## src/rtl/dlx_fetch.sv

```systemverilog
// dlx_fetch - instruction-fetch stage for the multicycle DLX core.
//
// Prefetches the next sequential instruction word into a one-entry buffer
// between IF pulses. The buffer is handed to decode (ir/pc) when the
// controller raises if_en. Branch redirects flush the buffer and steer the
// prefetch address. A response already in flight at the time of a redirect
// is discarded when it arrives.
//
// Parameters:
//   AW        address width (byte addresses, word aligned)
//   DW        instruction width
//   RESET_PC  first fetch address after reset
//   NOP_WORD  filler loaded into ir on a fetch miss and at reset
//
// Ports:
//   clk, reset_n                 core clock, asynchronous active-low reset
//   if_en                        IF stage enable (one-cycle pulse)
//   redirect_valid, redirect_pc  taken branch/jump and its target
//   imem_req, imem_addr          fetch request and address to instruction memory
//   imem_gnt                     request accepted
//   imem_rvalid, imem_rdata      read response (one per grant, in order)
//   ir, pc, npc                  instruction, its address, and address + 4
//   ir_valid                     ir holds a fetched instruction (not NOP filler)
//   fetch_miss                   registered pulse after an if_en that missed
//   miss_cnt                     saturating miss counter
//
// Build option: define DLX_FETCH_MISS_CNT_EN to enable the miss counter.
// Without it, miss_cnt is tied to zero and no counter flops exist.

module dlx_fetch #(
    parameter int            AW       = 32,
    parameter int            DW       = 32,
    parameter logic [AW-1:0] RESET_PC = '0,
    parameter logic [DW-1:0] NOP_WORD = '0
) (
    input  logic          clk,
    input  logic          reset_n,
    input  logic          if_en,
    input  logic          redirect_valid,
    input  logic [AW-1:0] redirect_pc,
    output logic          imem_req,
    output logic [AW-1:0] imem_addr,
    input  logic          imem_gnt,
    input  logic          imem_rvalid,
    input  logic [DW-1:0] imem_rdata,
    output logic [DW-1:0] ir,
    output logic [AW-1:0] pc,
    output logic [AW-1:0] npc,
    output logic          ir_valid,
    output logic          fetch_miss,
    output logic [15:0]   miss_cnt
);

    typedef enum logic [1:0] {
        S_IDLE,
        S_REQ,
        S_WAIT,
        S_FULL
    } state_t;

    state_t        state_q, state_d;
    logic [AW-1:0] fpc_q, fpc_d;
    logic          drop_q, drop_d;
    logic [DW-1:0] buf_data_q, buf_data_d;
    logic [AW-1:0] buf_pc_q, buf_pc_d;
    logic [DW-1:0] ir_q;
    logic [AW-1:0] pc_q;
    logic          ir_valid_q;
    logic          fetch_miss_q;

    logic [AW-1:0] redirect_tgt;
    logic          hit;
    logic          unused_redirect_lsbs;

    // Targets are forced onto a word boundary.
    assign redirect_tgt         = {redirect_pc[AW-1:2], 2'b00};
    assign unused_redirect_lsbs = ^redirect_pc[1:0];

    // A redirect in the same cycle turns an otherwise-hitting if_en into a miss.
    assign hit = if_en && (state_q == S_FULL) && !redirect_valid;

    always_comb begin
        state_d    = state_q;
        fpc_d      = fpc_q;
        drop_d     = drop_q;
        buf_data_d = buf_data_q;
        buf_pc_d   = buf_pc_q;
        case (state_q)
            S_IDLE: begin
                state_d = S_REQ;
                if (redirect_valid) fpc_d = redirect_tgt;
            end
            S_REQ: begin
                if (redirect_valid) begin
                    fpc_d = redirect_tgt;
                    // Granted request already carries the old address.
                    if (imem_gnt) begin
                        drop_d  = 1'b1;
                        state_d = S_WAIT;
                    end
                end else if (imem_gnt) begin
                    state_d = S_WAIT;
                end
            end
            S_WAIT: begin
                if (redirect_valid) begin
                    fpc_d = redirect_tgt;
                    if (imem_rvalid) begin
                        drop_d  = 1'b0;
                        state_d = S_REQ;
                    end else begin
                        drop_d = 1'b1;
                    end
                end else if (imem_rvalid) begin
                    if (drop_q) begin
                        drop_d  = 1'b0;
                        state_d = S_REQ;
                    end else begin
                        buf_data_d = imem_rdata;
                        buf_pc_d   = fpc_q;
                        fpc_d      = fpc_q + AW'(4);
                        state_d    = S_FULL;
                    end
                end
            end
            S_FULL: begin
                if (redirect_valid) begin
                    fpc_d   = redirect_tgt;
                    state_d = S_REQ;
                end else if (if_en) begin
                    state_d = S_REQ;
                end
            end
            default: state_d = S_IDLE;
        endcase
    end

    always_ff @(posedge clk or negedge reset_n) begin
        if (!reset_n) begin
            state_q      <= S_IDLE;
            fpc_q        <= RESET_PC;
            drop_q       <= 1'b0;
            ir_q         <= NOP_WORD;
            pc_q         <= RESET_PC;
            ir_valid_q   <= 1'b0;
            fetch_miss_q <= 1'b0;
        end else begin
            state_q      <= state_d;
            fpc_q        <= fpc_d;
            drop_q       <= drop_d;
            fetch_miss_q <= if_en && !hit;
            if (hit) begin
                ir_q       <= buf_data_q;
                pc_q       <= buf_pc_q;
                ir_valid_q <= 1'b1;
            end else if (if_en) begin
                ir_q       <= NOP_WORD;
                ir_valid_q <= 1'b0;
            end
        end
    end

    // Buffer contents are only meaningful in FULL, so they need no reset.
    always_ff @(posedge clk) begin
        buf_data_q <= buf_data_d;
        buf_pc_q   <= buf_pc_d;
    end

`ifdef DLX_FETCH_MISS_CNT_EN
    logic [15:0] miss_cnt_q;

    always_ff @(posedge clk or negedge reset_n) begin
        if (!reset_n) begin
            miss_cnt_q <= '0;
        end else if (fetch_miss_q && (miss_cnt_q != 16'hFFFF)) begin
            miss_cnt_q <= miss_cnt_q + 16'd1;
        end
    end

    assign miss_cnt = miss_cnt_q;
`else
    assign miss_cnt = '0;
`endif

    assign imem_req   = (state_q == S_REQ);
    assign imem_addr  = fpc_q;
    assign ir         = ir_q;
    assign pc         = pc_q;
    assign npc        = pc_q + AW'(4);
    assign ir_valid   = ir_valid_q;
    assign fetch_miss = fetch_miss_q;

endmodule

```

## config.mk

```make
export PLATFORM = sky130hd
export DESIGN_NAME = dlx_fetch
export DESIGN_NICKNAME = d
export VERILOG_FILES = /design/src/rtl/dlx_fetch.sv
export SDC_FILE = /design/constraint.sdc
export NUM_CORES = 1
export LEC_CHECK = 0
export CAP_MARGIN = 25
export CORE_MARGIN = 2
export CORE_UTILIZATION = 42
export CTS_BUF_LIST = sky130_fd_sc_hd__clkbuf_4 sky130_fd_sc_hd__clkbuf_8 sky130_fd_sc_hd__clkbuf_16
export DETAILED_ROUTE_END_ITERATION = 10
export PLACE_DENSITY_LB_ADDON = 0.12
export SETUP_SLACK_MARGIN = 0.4
export SYNTH_ARGS = -nofsm -noshare
export SYNTH_HDL_FRONTEND = slang
export SYNTH_SLANG_ARGS = --single-unit
```

## constraint.sdc

```tcl
create_clock -name clk -period 3.2 [get_ports clk]
set_input_delay 0.8 -clock clk [delete_from_list [all_inputs] [get_ports clk]]
set_output_delay 0.8 -clock clk [all_outputs]
set_load 0.01 [all_outputs]
```

==> results of run 1 <==
==> repair_timing <==
| action | in CTS | in global routing |
|---|---|---|
| endpoints found under the setup margin | 23 | 19 |
| endpoints found under the hold margin | 0 | 0 |
| setup buffers | 13 | 3 |
| pin swaps | 2 | 14 |
| gates resized for setup | 69 | 39 |
==> layout make-up <==
| cell class | instances | share of cell area, % |
|---|---|---|
| Inverter | 11 | 0.415 |
| Sequential cell | 159 | 43.1 |
| Timing Repair Buffer | 224 | 21.5 |
| Clock inverter | 15 | 1.85 |
| Clock buffer | 17 | 4.27 |
| Multi-Input combinational cell | 429 | 26.1 |
| Tap cell | 220 | 2.76 |
==> power by group <==
group          switching, mW  internal [mW]  total (mW)
sequential             0.419           2.45        2.87
combinational          0.975           1.18        2.16
clock                  0.838           1.24        2.08
==> per-stage QoR <==
stage               total power [mW]  worst slack (ns)  std cells
floorplan                       3.73             0.471        648
global placement                4.97             0.313       1027
detailed placement              5.04             0.262       1027
CTS                             7.14             0.264       1072
global route                    7.48             0.233       1075
finish                          7.11             0.375       1075
==> layer usage <==
layer  up-vias  global-route usage, %
met3        30                   4.83
met1      2732                   28.1
met2       220                   34.5
met4         2                   7.29
met5         -                      0
li1       2640                      -
==> worst paths after layout <==
kind	startpoint	end	slack, ns	cells after the start
max	pc[6]$_DFFE_PN0N_	npc[28]	0.37	9
min	reset_n	imem_addr[11]$_DFFE_PN0P_	0.39	1
max reg2reg	imem_addr[2]$_DFFE_PN0P_	imem_addr[26]$_DFFE_PN0P_	0.71	6
min reg2reg	buf_pc_q[31]$_DFFE_PP_	pc[31]$_DFFE_PN0N_	0.44	2
max in group asynchronous	reset_n	pc[5]$_DFFE_PN0N_	2.04	2
min in group clk	buf_pc_q[31]$_DFFE_PP_	pc[31]$_DFFE_PN0N_	0.44	2
==> worst max-delay path, stage by stage (launching register included) <==
cell	delay (ns)
dfrtp_2	0.37
and4_4	0.27
nand3_4	0.07
nor3_2	0.14
buf_4	0.14
buf_6	0.09
buf_6	0.10
nand3_1	0.10
xnor2_1	0.17
buf_2	0.15
==> logic make-up (layout without fill, tap and decap cells) <==
kind of cell             count (synthesis)  after routing  synth area share, %
adder cells (fa/ha/maj)                  5              5                0.896
AO/OA/AOI/OAI                          120            120                 11.9
flip-flops                             159            159                 61.5
AND/OR/NAND/NOR                        247            247                 16.7
other                                    1             22               0.0537
multiplexers                             1              1                0.161
buffers and inverters                   60            267                 4.57
XOR/XNOR                                34             34                 4.27
==> state kept, by name, summed over array words and instances, names as in the netlist <==
register / cells
ir: 32
state_q: 2
fetch_miss: 1
drop_q: 1
ir_valid: 1
buf_data_q: 32
pc: 30
imem_addr: 30
buf_pc_q: 30
==> Yosys cell counts, types with 2 or more instances <==
cell type	n
buf_4	23
nand2_1	136
clkinv_1	2
a22o_1	32
and3_1	7
dfrtp_1	97
nand4_1	14
o21a_1	2
a21oi_1	28
o21ai_0	22
o211a_1	2
a21o_1	2
nor4_1	4
edfxtp_1	62
nand3_1	27
o32ai_1	5
and2_1	2
nand2b_1	3
nor3_2	2
inv_1	9
ha_1	5
buf_1	4
nor2_1	26
xor2_1	8
or3_1	3
o22ai_1	7
nor3_1	5
clkbuf_1	21
a2bb2oi_1	2
or2_2	4
a31oi_1	5
a32oi_1	2
xnor2_1	26
or4_1	5
nor4_4	2
and4_1	3
==> cells in the final DEF (no fill, tap or decap), types with 6 or more instances in the layout <==
cell and n:
xor2_1 8, buf_6 7, buf_2 14, dfrtp_1 91, and3_1 6, dfrtp_2 6, clkbuf_16 17, conb_1 22
nand2_1 134, a22o_1 32, a21oi_1 28, nor2_1 23, inv_1 9, nand3_1 21, buf_4 24, o21ai_0 22
dlygate4sd2_1 6, edfxtp_1 62, o22ai_1 7, xnor2_1 23, nand4_1 14, clkdlybuf4s50_1 166
==> flow_metrics.py, run 1 <==
metrics = {
    "clocking": {
        "clkTransAtPathRegs_ns": 0.06,
        "cts-buffers-inserted": 17,
        "cts-root-buf": "clkbuf_16",
        "cts_tree": "yes",
        "clk_latency_ns": 0.43,
        "cts_hold_buf": 0,
        "cts.sinks": 159,
        "cts_buffer_depth": 2,
        "h-tree-depth": 4,
    },
    "timing": {
        "finalHoldViolations": 0,
        "min_period_over_period_pct": 88.3,
        "drv_slew": 0,
        "setup_viol": 0,
        "finalSetupTns_ns": 0,
        "relSlewSlack_pct": 53.5,
        "hold_slack_ns": 0.394,
        "fin_crit_ns": 2.83,
        "fmax_mhz": 354,
        "tightest_slew_ns": 0.697,
        "fin_worst_skew_ns": 0.0100,
        "rsz0062_at_grt": "yes",
    },
    "routing": {
        "wl_met1_mm": 7.86,
        "met2WireLength_mm": 9.08,
        "wl_met3_mm": 1.16,
        "wl_mm": 18.5,
        "drc": 0,
        "dr.pass1.iters": 5,
        "top_layer_used": "met5",
        "ant_nets": 0,
        "wire_per_inst_um": 17.2,
        "num_vias": 5624,
        "first_iter_violations": 460,
        "avgViaCountPerCell": 5.23,
    },
    "synthesis": {
        "ys_seq_area_share_pct": 61.5,
        "netlist_area_um2": 6980,
        "synth_edf_count": 62,
        "yosysWarnings": 0,
        "ys_types": 54,
        "synthCells": 627,
        "avgSynthCellArea_um2": 11.1,
        "ys.flop_type": "dfrtp_1",
        "netlist.area_leader.share_pct": 34.8,
        "yosysTopAreaCell": "dfrtp_1",
        "yosys-top-cells-area": "dfrtp_1, edfxtp_1, nand2_1",
        "synthArstFlopShare_pct": 61.0,
        "synth_seq_cells": 159,
    },
    "setup_path": {
        "critPathArrivalTime_ns": 2.03,
        "critPathRequiredTime_ns": 2.40,
        "setup.worst_path.start_class": "flop",
        "path_max_fanout": 4,
        "critical_path_class": "reg2out",
        "worstSetupEndpointType": "output pin",
    },
    "floorplan": {
        "die_height_um": 133,
        "rows": 47,
        "die_w_um": 133,
        "core_um2": 16400,
        "initial_utilization_pct": 42.5,
        "die-area_um2": 17700,
        "ios": 217,
    },
    "global_route": {
        "gr-total-overflow": 0,
        "grt_usage_pct": 21.2,
        "antenna_found_initial": 1,
        "grt_max_degree": 50,
        "grt_pass1_vias": 5403,
        "grt_pass1_wl_mm": 29.1,
    },
    "final_layout": {
        "area_growth_pct": 42.7,
        "utilization_pct": 60.7,
        "drive_above_1_share_pct": 13.8,
        "ff_latch_area_um2": 4300,
        "stdcell_area_um2": 9960,
        "fin_nets": 917,
        "multiInputGateArea_um2": 2600,
        "nFillCells": 1351,
        "antennaDiodeCount": 0,
    },
    "pwr": {
        "ir_drop_v": 0.000398,
        "leakage_nw": 4.11,
        "powerDensity_nw_per_um2": 714,
    },
    "place": {
        "place_area_um2": 9130,
        "numPortBuffers": 192,
        "place_congestion": 0.849,
        "hpwl_mm": 12.6,
    },
    "run": {
        "max_cap_viol_count": 0,
    },
    "outcome": {
        "status": "finished, final reports clean",
    },
    "min_path": {
        "min_path_type": "in2async",
    },
}
Note: power is estimated with default switching activity, not from simulation.
==> run 2, diff against run 1 <==
Settings changed: SKIP_LAST_GASP set to 1.
==> results of run 2 <==
Same layout as run 1: the final DEF is identical, and so are final timing and power.
==> run 3, diff against run 2 <==
Settings changed: CORE_ASPECT_RATIO set to 1.75.
==> run 3 against run 2 <==
  * Sequential power is essentially flat
  * Clock power is 3% lower
  * Largest cell class unchanged
  * Cell count rose by 0.65%
  * Sequential cell count is the same
  * Wire length grew 2.2%
  * Combinational power grew 2%
  * Die area is 0.23% higher
  * Sequential share of layout area is 0.24 points higher
  * Cell area is 0.59% lower
  * Hold slack better by 0.0045 ns
  * Critical path depth is 1 lower
==> flow_metrics.py, run 3 (synthesis gave the netlist of run 1 again) <==
metrics = {
    "place": {
        "hpwl_mm": 13.6,
        "post-place-cells": 1035,
        "numPortBuffers": 192,
        "pre_cts_ws_ns": 0.248,
        "place_congestion": 0.915,
        "place_area_um2": 9150,
    },
    "global_route": {
        "grt_pass1_wl_mm": 29.7,
        "grt_max_degree": 53,
        "antenna_found_initial": 0,
        "gr-total-overflow": 0,
        "grt_usage_pct": 21.6,
        "grt_pass1_vias": 5681,
    },
    "floorplan": {
        "rows": 62,
        "initial_utilization_pct": 42.6,
        "die-area_um2": 17700,
        "die_height_um": 175,
        "core_um2": 16400,
        "ios": 217,
        "die_w_um": 101,
    },
    "clocking": {
        "cts_buffer_depth": 2,
        "clkTransAtPathRegs_ns": 0.07,
        "cts-buffers-inserted": 17,
        "cts_tree": "yes",
        "h-tree-depth": 4,
        "clk_latency_ns": 0.42,
        "cts_hold_buf": 0,
        "cts-root-buf": "clkbuf_16",
        "cts.sinks": 159,
    },
    "final_layout": {
        "multiInputGateArea_um2": 2540,
        "fin_nets": 920,
        "layout_common_cells": "clkdlybuf4s50_1, nand2_1, dfrtp_1, edfxtp_1, a22o_1",
        "ff_latch_area_um2": 4300,
        "final_common_cell": "clkdlybuf4s50_1",
        "nFillCells": 1353,
        "fin_cells": 1082,
        "utilization_pct": 60.5,
        "area_growth_pct": 41.8,
        "stdcell_area_um2": 9900,
        "drive_above_1_share_pct": 13.5,
        "antennaDiodeCount": 0,
    },
    "timing": {
        "finalSetupTns_ns": 0,
        "fin_worst_skew_ns": 0.0151,
        "fin_crit_ns": 2.82,
        "setup_viol": 0,
        "tightest_slew_ns": 0.633,
        "finalHoldViolations": 0,
        "fmax_mhz": 355,
        "min_period_over_period_pct": 88.0,
        "drv_slew": 0,
        "relSlewSlack_pct": 57.8,
        "setup_slack_ns": 0.383,
        "rsz0062_at_grt": "yes",
    },
    "routing": {
        "wl_mm": 18.9,
        "num_vias": 5605,
        "drc": 0,
        "avgViaCountPerCell": 5.18,
        "first_iter_violations": 244,
        "wire_per_inst_um": 17.4,
        "ant_nets": 0,
        "dr.pass1.iters": 4,
    },
    "setup_path": {
        "regToRegStartpoint": "imem_addr[2]$_DFFE_PN0P_",
        "reg2reg_to": "imem_addr[24]$_DFFE_PN0P_",
        "cp_slowest_cell": "dfrtp_1",
        "reg2reg_slack_ns": 0.70,
        "path_cells": "and4_4 -> nand2b_4 -> nor3_2 -> buf_4 -> buf_6 -> nand4_1 -> xnor2_1 -> buf_2",
        "worst_r2r_path_depth": 6,
        "critical_path_class": "reg2out",
        "slowest_delay_ns": 0.37,
        "critPathRequiredTime_ns": 2.40,
        "cp-endpoint": "npc[29]",
        "path_max_fanout": 3,
        "critPathLaunch": "pc[7]$_DFFE_PN0N_",
        "critPathArrivalTime_ns": 2.02,
        "setup.worst_path.start_class": "flop",
        "worstSetupEndpointType": "output pin",
    },
    "pwr": {
        "leakage_nw": 4.10,
        "powerDensity_nw_per_um2": 716,
        "ir_drop_v": 0.000375,
    },
    "run": {
        "max_cap_viol_count": 0,
    },
    "outcome": {
        "status": "finished, final reports clean",
    },
    "min_path": {
        "min_path_type": "in2async",
    },
}
[run 3: cell types whose count changed in the layout (fill, tap and decap cells not counted), moves of 2 or more]
cell and delta:
buf_4 +5, buf_6 -2, clkinv_2 +2, inv_6 -2, inv_8 +2, nand3_1 +2, nand3_4 -2, xnor2_1 +2
xnor2_2 -2
[run 3: critical path: cells and delay by family, from the launching register on]
kind | cells | cell delay, ns
AND/OR/NAND/NOR | 4 | 0.64
XOR/XNOR | 1 | 0.19
flip-flops | 1 | 0.37
buffers and inverters | 3 | 0.41
[run 3: report_power, final]
part	switching (mW)	total (mW)	internal, mW
clock network	0.848	2.02	1.18
logic	1.04	2.21	1.17
registers	0.395	2.85	2.45
[run 3: stage by stage]
stage                     hold slack, ns  total power [mW]
after floorplan                    0.415              3.73
after global placement             0.423              5.06
after detailed placement           0.422              5.12
after CTS                          0.420              7.15
after global routing               0.438              7.45
final                              0.399              7.08
[run 3: area by class of cell]
class	count	area share (%)
well taps	224	2.83
inverters	11	0.417
flip-flops and latches	159	43.4
repair buffers	227	21.7
clock buffers	18	4.37
multi-input cells	429	25.7
clock inverters	14	1.59
[run 3: worst min-delay path by stage]
stage	end	slack, ns	depth (start not counted)
after global routing	ir[30]$_DFFE_PN0P_	0.44	1
final	ir[14]$_DFFE_PN0P_	0.40	1
after floorplan	pc[10]$_DFFE_PN0N_	0.41	2
after detailed placement	pc[6]$_DFFE_PN0N_	0.42	2
after global placement	pc[31]$_DFFE_PN0N_	0.42	2
after CTS	ir[30]$_DFFE_PN0P_	0.42	1
[run 3: layer usage]
metal / routed length (µm) / GRT usage (%) / vias up / part of all wire, %
met3: 918 / 4.22 / 25 / 4.9
met1: 7130 / 24.6 / 2735 / 38
met5: 0 / 0 / - / 0
li1: - / - / 2642 / -
met2: 10200 / 38.4 / 203 / 54
met4: 576 / 9.23 / 0 / 3.1
[run 3: timing repair]
| action | CTS | global route |
|---|---|---|
| setup buffers | 14 | 1 |
| setup endpoints to repair | 23 | 20 |
| hold endpoints to repair | 0 | 0 |
| resized for setup | 78 | 22 |
| cloned | 0 | 0 |
| pin swaps | 9 | 10 |
